[src/rtl/mem_block_initiator.sv]
// -----------------------------------------------------------------------------
// mem_block_initiator
//
// Master-side driver for a single-port word RAM with a registered read port.
// On command it either FILLs a block of words with the arithmetic pattern
// seed + k*incr, or CHECKs a block against that same pattern. A CHECK counts
// mismatches (saturating) and records the byte address of the first one.
//
// Ports:
//   clk, rst          clock (rising edge) and synchronous active-high reset
//   cmd_valid/ready   command handshake; cmd_ready is high only when idle
//   cmd_op            0 = FILL, 1 = CHECK
//   cmd_base          byte start address (bits [1:0] forced to zero)
//   cmd_count         number of words; 0 completes immediately
//   cmd_seed/incr     pattern word k = seed + k*incr (mod 2^32)
//   mem_we/addr/din   RAM write enable, byte address and write data
//   mem_dout          RAM read data, valid the cycle after mem_addr
//   busy              operation in progress
//   done              one-cycle pulse when an operation finishes
//   err_count         CHECK mismatch count, saturating
//   err_addr          byte address of the first mismatch of the last CHECK
//   err_seen          at least one mismatch in the last CHECK
// -----------------------------------------------------------------------------
module mem_block_initiator #(
    parameter int CNT_W       = 16,
    parameter int ADDR_STRIDE = 4
) (
    input  logic             clk,
    input  logic             rst,
    input  logic             cmd_valid,
    output logic             cmd_ready,
    input  logic             cmd_op,
    input  logic [31:0]      cmd_base,
    input  logic [CNT_W-1:0] cmd_count,
    input  logic [31:0]      cmd_seed,
    input  logic [31:0]      cmd_incr,
    output logic             mem_we,
    output logic [31:0]      mem_addr,
    output logic [31:0]      mem_din,
    input  logic [31:0]      mem_dout,
    output logic             busy,
    output logic             done,
    output logic [CNT_W-1:0] err_count,
    output logic [31:0]      err_addr,
    output logic             err_seen
);

    typedef enum logic [2:0] {
        S_IDLE,
        S_FILL,
        S_CHECK,
        S_DRAIN,
        S_FIN
    } state_t;

    localparam logic [31:0] STRIDE = 32'(ADDR_STRIDE);

    state_t           state;
    state_t           state_nxt;
    logic             accept;
    logic             last;

    logic [CNT_W-1:0] remain;     // words still to issue after the current one
    logic [31:0]      incr_r;
    logic [31:0]      pat;        // expected value of the word being read
    logic             cmp_valid;  // a read issued last cycle is due for compare
    logic [31:0]      cmp_addr;
    logic [31:0]      cmp_data;

    // -------------------------------------------------------------------------
    // State register
    // -------------------------------------------------------------------------
    // NOTE: sequential state uses non-blocking assignments so every register
    // samples pre-edge values, independent of block evaluation order.
    always_ff @(posedge clk) begin
        if (rst) begin
            state <= S_IDLE;
        end else begin
            state <= state_nxt;
        end
    end

    // -------------------------------------------------------------------------
    // Next-state and status decode
    // -------------------------------------------------------------------------
    // NOTE: every output of this block gets a default before the case so no
    // path leaves a signal unassigned, which would infer a latch.
    always_comb begin
        state_nxt = state;
        accept    = 1'b0;
        cmd_ready = 1'b0;
        busy      = 1'b0;
        done      = 1'b0;
        last      = (remain == '0);

        case (state)
            S_IDLE: begin
                cmd_ready = 1'b1;
                if (cmd_valid) begin
                    accept = 1'b1;
                    if (cmd_count == '0) begin
                        state_nxt = S_FIN;
                    end else if (cmd_op) begin
                        state_nxt = S_CHECK;
                    end else begin
                        state_nxt = S_FILL;
                    end
                end
            end
            S_FILL: begin
                busy = 1'b1;
                if (last) begin
                    state_nxt = S_FIN;
                end
            end
            S_CHECK: begin
                busy = 1'b1;
                if (last) begin
                    state_nxt = S_DRAIN;
                end
            end
            S_DRAIN: begin
                busy      = 1'b1;
                state_nxt = S_FIN;
            end
            S_FIN: begin
                done      = 1'b1;
                state_nxt = S_IDLE;
            end
            default: begin
                state_nxt = S_IDLE;
            end
        endcase
    end

    // -------------------------------------------------------------------------
    // Address/data generation, read pipeline and error capture
    // -------------------------------------------------------------------------
    always_ff @(posedge clk) begin
        if (rst) begin
            mem_we    <= 1'b0;
            mem_addr  <= '0;
            mem_din   <= '0;
            remain    <= '0;
            incr_r    <= '0;
            pat       <= '0;
            cmp_valid <= 1'b0;
            cmp_addr  <= '0;
            cmp_data  <= '0;
            err_count <= '0;
            err_addr  <= '0;
            err_seen  <= 1'b0;
        end else begin
            // Writes and compares are single-cycle events unless re-armed below.
            mem_we    <= 1'b0;
            cmp_valid <= 1'b0;

            if (accept) begin
                remain <= cmd_count - CNT_W'(1);
                incr_r <= cmd_incr;
                // A zero-length command leaves the bus exactly as it was.
                if (cmd_count != '0) begin
                    mem_addr <= cmd_base & ~32'h3;
                    if (cmd_op) begin
                        pat <= cmd_seed;
                    end else begin
                        mem_we  <= 1'b1;
                        mem_din <= cmd_seed;
                    end
                end
                if (cmd_op) begin
                    err_count <= '0;
                    err_addr  <= '0;
                    err_seen  <= 1'b0;
                end
            end

            if (state == S_FILL && !last) begin
                mem_we   <= 1'b1;
                mem_addr <= mem_addr + STRIDE;
                mem_din  <= mem_din + incr_r;
                remain   <= remain - CNT_W'(1);
            end

            // The read issued this cycle returns next cycle, so its expected
            // value and address travel one stage behind the bus.
            if (state == S_CHECK) begin
                cmp_valid <= 1'b1;
                cmp_addr  <= mem_addr;
                cmp_data  <= pat;
                if (!last) begin
                    mem_addr <= mem_addr + STRIDE;
                    pat      <= pat + incr_r;
                    remain   <= remain - CNT_W'(1);
                end
            end

            if (cmp_valid && (mem_dout != cmp_data)) begin
                if (err_count != '1) begin
                    err_count <= err_count + CNT_W'(1);
                end
                if (!err_seen) begin
                    err_seen <= 1'b1;
                    err_addr <= cmp_addr;
                end
            end
        end
    end

endmodule
[config.mk]
export PLATFORM = sky130hd
export DESIGN_NAME = mem_block_initiator
export DESIGN_NICKNAME = d
export VERILOG_FILES = /design/src/rtl/mem_block_initiator.sv
export SDC_FILE = /design/constraint.sdc
export NUM_CORES = 1
export LEC_CHECK = 0
export BUFFER_PORTS_ARGS = -buffer_cell sky130_fd_sc_hd__buf_2
export CAP_MARGIN = 15
export CORE_ASPECT_RATIO = 1.4
export CORE_MARGIN = 4
export CORE_UTILIZATION = 45
export DETAILED_ROUTE_END_ITERATION = 12
export HOLD_SLACK_MARGIN = 0.08
export PLACE_DENSITY = 0.7
export SYNTH_ARGS = -nofsm -noshare
export SYNTH_HDL_FRONTEND = slang
export SYNTH_SLANG_ARGS = --single-unit
[constraint.sdc]
create_clock -name clk -period 4 [get_ports clk]
set_input_delay 0.6 -clock clk [delete_from_list [all_inputs] [get_ports clk]]
set_output_delay 0.6 -clock clk [all_outputs]
set_load 0.005 [all_outputs]
==> results.json, run 1 <==
{
  "fin_crit_ns": 3.41,
  "drc": 0,
  "max_freq_mhz": 293,
  "synth_area_leaders": "dfxtp_1, nand2_1, a21oi_1, ha_1, xor2_1",
  "worstPathArrival_ns": 3.86,
  "max_slew_margin_pct": 28.3,
  "synth_top_area_share_pct": 35.6,
  "dieArea_um2": 35700,
  "layout-drive-gt1-share_pct": 17.7,
  "gr-usage-all-layers_pct": 25.0,
  "numCtsBuffers": 28,
  "setup.worst_path.start_class": "flip-flop",
  "antenna_found_initial": 6,
  "clock_path_buffers": 3,
  "hold_path.class": "input pin to flip-flop",
  "tightest_slew_ns": 1.07,
  "initial_core_util_pct": 45.4,
  "cts-htree-levels": 1,
  "pin_count": 265,
  "critical_path_peak_fanout": 3,
  "wire_per_inst_um": 18.6,
  "vias": 14551,
  "clkSinkCount": 262,
  "gp_congestion": 0.954,
  "synth_async_sr_flop_share_pct": 0,
  "synth_edf_count": 0,
  "seq_area_um2": 5250,
  "synth.avg_cell_area_um2": 7.86,
  "clk_pin_slew_ns": 0.07,
  "whs_path_depth": 3,
  "synth-seq-cells": 262,
  "final_hold_viol_count": 0,
  "multi_input_area_um2": 8970,
  "rsz0062_at_grt": "no",
  "hold_buffers": 0,
  "synth_nets": 2089,
  "die_w_um": 161,
  "fp.coreArea_um2": 32400,
  "place_hpwl_mm": 35.2,
  "final_antenna_net_count": 0,
  "setup_tns_ns": 0,
  "die_h_um": 222,
  "ys_types": 82,
  "p_per_area_nw_per_um2": 620,
  "reg2reg_from": "incr_r[0]",
  "nFillCells": 3183,
  "drv_cap": 0,
  "routed_wl_mm": 47.1,
  "worstHoldEndpoint": "incr_r[22]",
  "holdWs_ns": 0.284,
  "r2r-end": "pat[22]",
  "ys_warn_count": 0,
  "vdd_drop_max_mv": 0.470,
  "r2r_setup_slack_ns": 0.59,
  "min_from": "cmd_incr[22]",
  "via_per_inst": 5.74,
  "setup.worst_path.end_class": "flip-flop",
  "fin_skew_ns": 0.0160,
  "grt.overflow.total": 0,
  "syn_inst": 1873,
  "std_cell_rows": 78,
  "setup_viol": 0,
  "cts_root_buffer": "clkbuf_16",
  "cts_tree": "yes",
  "grt_pass1_vias": 13993,
  "crit_top_cell": "a21oi_1",
  "netlist_area_um2": 14700,
  "clkLatencyLatePin_ns": 0.55,
  "status": "completed",
  "first_iter_violations": 926,
  "worstPathRequired_ns": 4.44,
  "ys_top_cells_by_count": "nand2_1, dfxtp_1, a21oi_1, nor2_1, nand3_1",
  "crit_slowest_cell": "nor4_1",
  "grt_pass1_wl_mm": 73.5,
  "grt_start_max_net_pins": 126,
  "critPathKind": "flip-flop to flip-flop",
  "synthMostInstantiatedCell": "nand2_1",
  "post_cts.repair.setup_buffers": 0,
  "cp_slowest_stage_delay_ns": 0.55,
  "firstDrtPassIters": 5,
  "synth_ff_type": "dfxtp_1",
  "syn2layout_area_growth_pct": 17.3,
  "yosysTopAreaCell": "dfxtp_1",
  "io_buffers": 262,
  "cellLeakagePower_nw": 7.32,
  "r2r_cells": 11,
  "ctsResizeCount": 0,
  "final.period_utilization_pct": 85.4,
  "maxSlewViolCount": 0,
  "cp_cell_sequence": "ha_1 -> fa_1 -> a21o_1 -> a21oi_1 -> o41ai_1 -> nor4_1 -> o21ai_1 -> a21oi_1 -> xnor2_1 -> nor2_1 -> a311oi_1",
  "synth-seq-area-share_pct": 35.6,
  "fin_nets": 2286
}
## cell usage in the layout, fill, tap and decap left out, types with 8 or more instances in the layout
master,count
nand2_1,338
dfxtp_1,262
buf_2,261
a21oi_1,229
nor2_1,148
nand3_1,84
xor2_1,73
ha_1,66
a211oi_1,51
xnor2_1,44
o21ai_0,39
a21o_1,36
mux2i_1,34
clkbuf_16,29
nor3_1,26
o21ai_1,25
a311oi_1,25
nor4_1,20
buf_4,20
inv_1,19
and3_1,19
a31oi_1,16
nand4_1,15
nor2b_1,13
a221oi_1,13
o22ai_1,12
nor3b_1,10
o21a_1,9
or3_1,9
and2_1,8
o21bai_1,8
## flip-flops by register name, summed over array words and instances, names as in the netlist, 32 cells and up
signal    cells
mem_din      32
err_addr     32
cmp_addr     32
pat          32
incr_r       32
mem_addr     32
cmp_data     32
## metrics by stage
stage / cell area [µm²] / std cells / util [%] / power, mW / worst slack (ns)
3_3_place_gp: 16300 / 2480 / 50.3 / 7.94 / 0.596
4_1_cts: 17300 / 2530 / 53.3 / 10.8 / 0.631
3_5_place_dp: 16300 / 2480 / 50.3 / 8.02 / 0.496
6_report: 17300 / 2534 / 53.3 / 10.7 / 0.586
2_1_floorplan: 14700 / 1873 / - / 6.70 / 1.22
5_1_grt: 17300 / 2534 / 53.3 / 11.4 / 0.486
## per-layer routing
metal | up-vias | track usage (%) | share of wire, %
met5 | - | 0 | 0.045
met4 | 4 | 12.6 | 4.9
met3 | 120 | 3.44 | 5.8
met2 | 510 | 46.6 | 52
met1 | 6830 | 27.5 | 37
li1 | 7087 | - | -
## worst max-delay path by stage
stage | from | end | slack (ns) | cells past startpoint
floorplan | mem_din[0] | mem_din[28] | 1.22 | 11
global placement | mem_dout[23] | err_count[8] | 0.60 | 8
detailed placement | mem_dout[30] | err_count[8] | 0.50 | 8
CTS | incr_r[0] | pat[22] | 0.63 | 11
global route | incr_r[0] | pat[22] | 0.49 | 11
finish | incr_r[0] | pat[22] | 0.59 | 11
## report_power, final
| part | switching [mW] | total (mW) | internal (mW) |
|---|---|---|---|
| registers | 0.617 | 3.71 | 3.10 |
| clock network | 1.08 | 2.70 | 1.63 |
| logic | 2.67 | 4.30 | 1.62 |
| total | 4.37 | 10.7 | 6.34 |
## worst max-delay path, delay by kind of cell, from the launching register on
kind / cells / cell delay, ns
and+or+nand+nor: 2 / 0.61
AOI/OAI and AO/OA: 6 / 1.49
adders and majority gates: 2 / 0.67
DFF: 1 / 0.37
xor gates and xnor gates: 1 / 0.17
## cell type report
class | count | share of cell area, %
multi-input combinational | 1477 | 51.9
antenna | 4 | 0.0580
sequential | 262 | 30.4
tap | 440 | 3.19
inverter | 19 | 0.413
clock buffer | 42 | 4.83
timing repair buffer | 282 | 8.50
clock inverter | 8 | 0.703
## kinds of logic after synthesis
| kind of cell | share of synthesized area, % |
|---|---|
| AO/OA/AOI/OAI | 22.0 |
| XOR/XNOR | 6.96 |
| flip-flops | 35.6 |
| multiplexers | 2.31 |
| AND/OR/NAND/NOR | 23.6 |
| adder cells (fa/ha/maj) | 5.88 |
| buffers and inverters | 3.65 |
Power figures use the tool's default switching activity.
==> run 2: changes to the inputs <==
--- a/config.mk
+++ b/config.mk
@@ -9,10 +9,10 @@
 export CAP_MARGIN = 15
 export CORE_ASPECT_RATIO = 1.4
 export CORE_MARGIN = 4
-export CORE_UTILIZATION = 45
+export CORE_UTILIZATION = 55
 export DETAILED_ROUTE_END_ITERATION = 12
 export HOLD_SLACK_MARGIN = 0.08
-export PLACE_DENSITY = 0.7
+export PLACE_DENSITY = 0.82
 export SYNTH_ARGS = -nofsm -noshare
 export SYNTH_HDL_FRONTEND = slang
 export SYNTH_SLANG_ARGS = --single-unit
==> run 2 against run 1 <==
Compared with the run above:
- first-iteration DRC count is 15% higher
- clock skew is 0.0042 ns lower
- highest routed layer unchanged
- largest cell class unchanged
- total power is 2.4% lower
- sequential power is 2% lower
==> results.json, run 2 (synthesis results as in run 1) <==
{
  "status": "completed",
  "vias": 14797,
  "ctsResizeCount": 0,
  "die_h_um": 202,
  "first_iter_violations": 1069,
  "crit_top_cell": "a21oi_1",
  "fin_cells": 2414,
  "grt_pass1_wl_mm": 70.9,
  "grt_pass1_vias": 14038,
  "clkSinkCount": 262,
  "worstPathRequired_ns": 4.45,
  "vdd_drop_max_mv": 0.478,
  "setup_tns_ns": 0,
  "holdWs_ns": 0.292,
  "clock_path_buffers": 3,
  "cp_cell_sequence": "ha_1 -> fa_1 -> a21o_1 -> a21oi_1 -> o41ai_1 -> nor4_1 -> o21ai_1 -> a21oi_1 -> xnor2_1 -> nor2_1 -> a311oi_1",
  "cellLeakagePower_nw": 7.28,
  "die_w_um": 146,
  "hold_path.class": "input pin to flip-flop",
  "nFillCells": 2294,
  "hold_buffers": 0,
  "setup_viol": 0,
  "final_cell_mix": "nand2_1, dfxtp_1, buf_2, a21oi_1, nor2_1",
  "routed_wl_mm": 44.4,
  "min_from": "cmd_incr[8]",
  "p_per_area_nw_per_um2": 613,
  "final_hold_viol_count": 0,
  "drc": 0,
  "wire_per_inst_um": 18.4,
  "clk_pin_slew_ns": 0.07,
  "cts_tree": "yes",
  "critical_path_peak_fanout": 3,
  "maxSlewViolCount": 0,
  "io_buffers": 262,
  "tightest_slew_ns": 0.955,
  "std_cell_rows": 70,
  "via_per_inst": 6.13,
  "cp_slowest_stage_delay_ns": 0.66,
  "critPathKind": "flip-flop to flip-flop",
  "gp_congestion": 0.983,
  "dp_cells": 2362,
  "place_hpwl_mm": 31.6,
  "setup.worst_path.end_class": "flip-flop",
  "syn2layout_area_growth_pct": 15.9,
  "cts-htree-levels": 1,
  "final_util_pct": 64.9,
  "max_freq_mhz": 295,
  "numCtsBuffers": 26,
  "antenna_found_initial": 6,
  "setup.worst_path.start_class": "flip-flop",
  "grt.overflow.total": 0,
  "final_common_cell": "nand2_1",
  "clkLatencyLatePin_ns": 0.54,
  "gr-usage-all-layers_pct": 28.6,
  "fin_skew_ns": 0.0118,
  "final_antenna_net_count": 0,
  "firstDrtPassIters": 6,
  "fin_nets": 2283,
  "grt_start_max_net_pins": 89,
  "initial_core_util_pct": 56.0,
  "reg2reg_from": "incr_r[0]",
  "post_cts.repair.setup_buffers": 0,
  "drv_cap": 0,
  "crit_slowest_cell": "nor4_1",
  "dieArea_um2": 29500,
  "total_power_mw": 10.5,
  "cts_root_buffer": "clkbuf_16",
  "worstPathArrival_ns": 3.85,
  "layout-drive-gt1-share_pct": 17.8,
  "pin_count": 265,
  "final.period_utilization_pct": 84.8,
  "fp.coreArea_um2": 26300,
  "startpoint": "incr_r[0]",
  "rsz0062_at_grt": "no",
  "max_slew_margin_pct": 36.1,
  "fin_crit_ns": 3.39
}
run 2: power by group:
part / internal, mW / leakage (nW) / switching (mW)
clock: 1.39 / 0.422 / 1.05
sequential: 3.10 / 2.13 / 0.537
combinational: 1.63 / 4.73 / 2.75
total: 6.11 / 7.28 / 4.34
run 2: critical path: cells and delay by family, from the launching register on:
kind                     cells  cell delay, ns
AND/OR/NAND/NOR              2            0.71
adder cells (fa/ha/maj)      2            0.68
AO/OA/AOI/OAI                6            1.42
flip-flops                   1            0.34
XOR/XNOR                     1            0.16
run 2: final cells by class:
class	count	area, µm²	area share, %
tap	324	405	2.38
timing repair buffer	281	1510	8.82
multi-input combinational	1477	8970	52.6
sequential	262	5250	30.7
antenna	5	12.5	0.0733
clock inverter	12	97.6	0.572
inverter	19	71.3	0.418
clock buffer	34	752	4.41
run 2: path summary, 6_finish.rpt:
path / to / slack (ns) / cells after the start
min reg2reg: err_addr[8] / 0.45 / 2
min: incr_r[8] / 0.29 / 3
max: pat[22] / 0.61 / 11
max reg2reg: pat[22] / 0.61 / 11
run 2: routing by layer:
| layer | routed length [µm] | vias up | global-route usage [%] |
|---|---|---|---|
| met4 | 2290 | 4 | 14.2 |
| met3 | 3030 | 151 | 3.58 |
| met2 | 22000 | 679 | 50.9 |
| met1 | 17100 | 6882 | 33.9 |
| met5 | 27 | - | 0 |
| li1 | - | 7081 | - |
run 2: metrics by stage:
step | instance area (µm²) | worst slack [ns]
floorplan | 14700 | 1.22
CTS | 17000 | 0.647
detailed placement | 16200 | 0.567
global route | 17100 | 0.378
finish | 17100 | 0.606
global placement | 16200 | 0.598
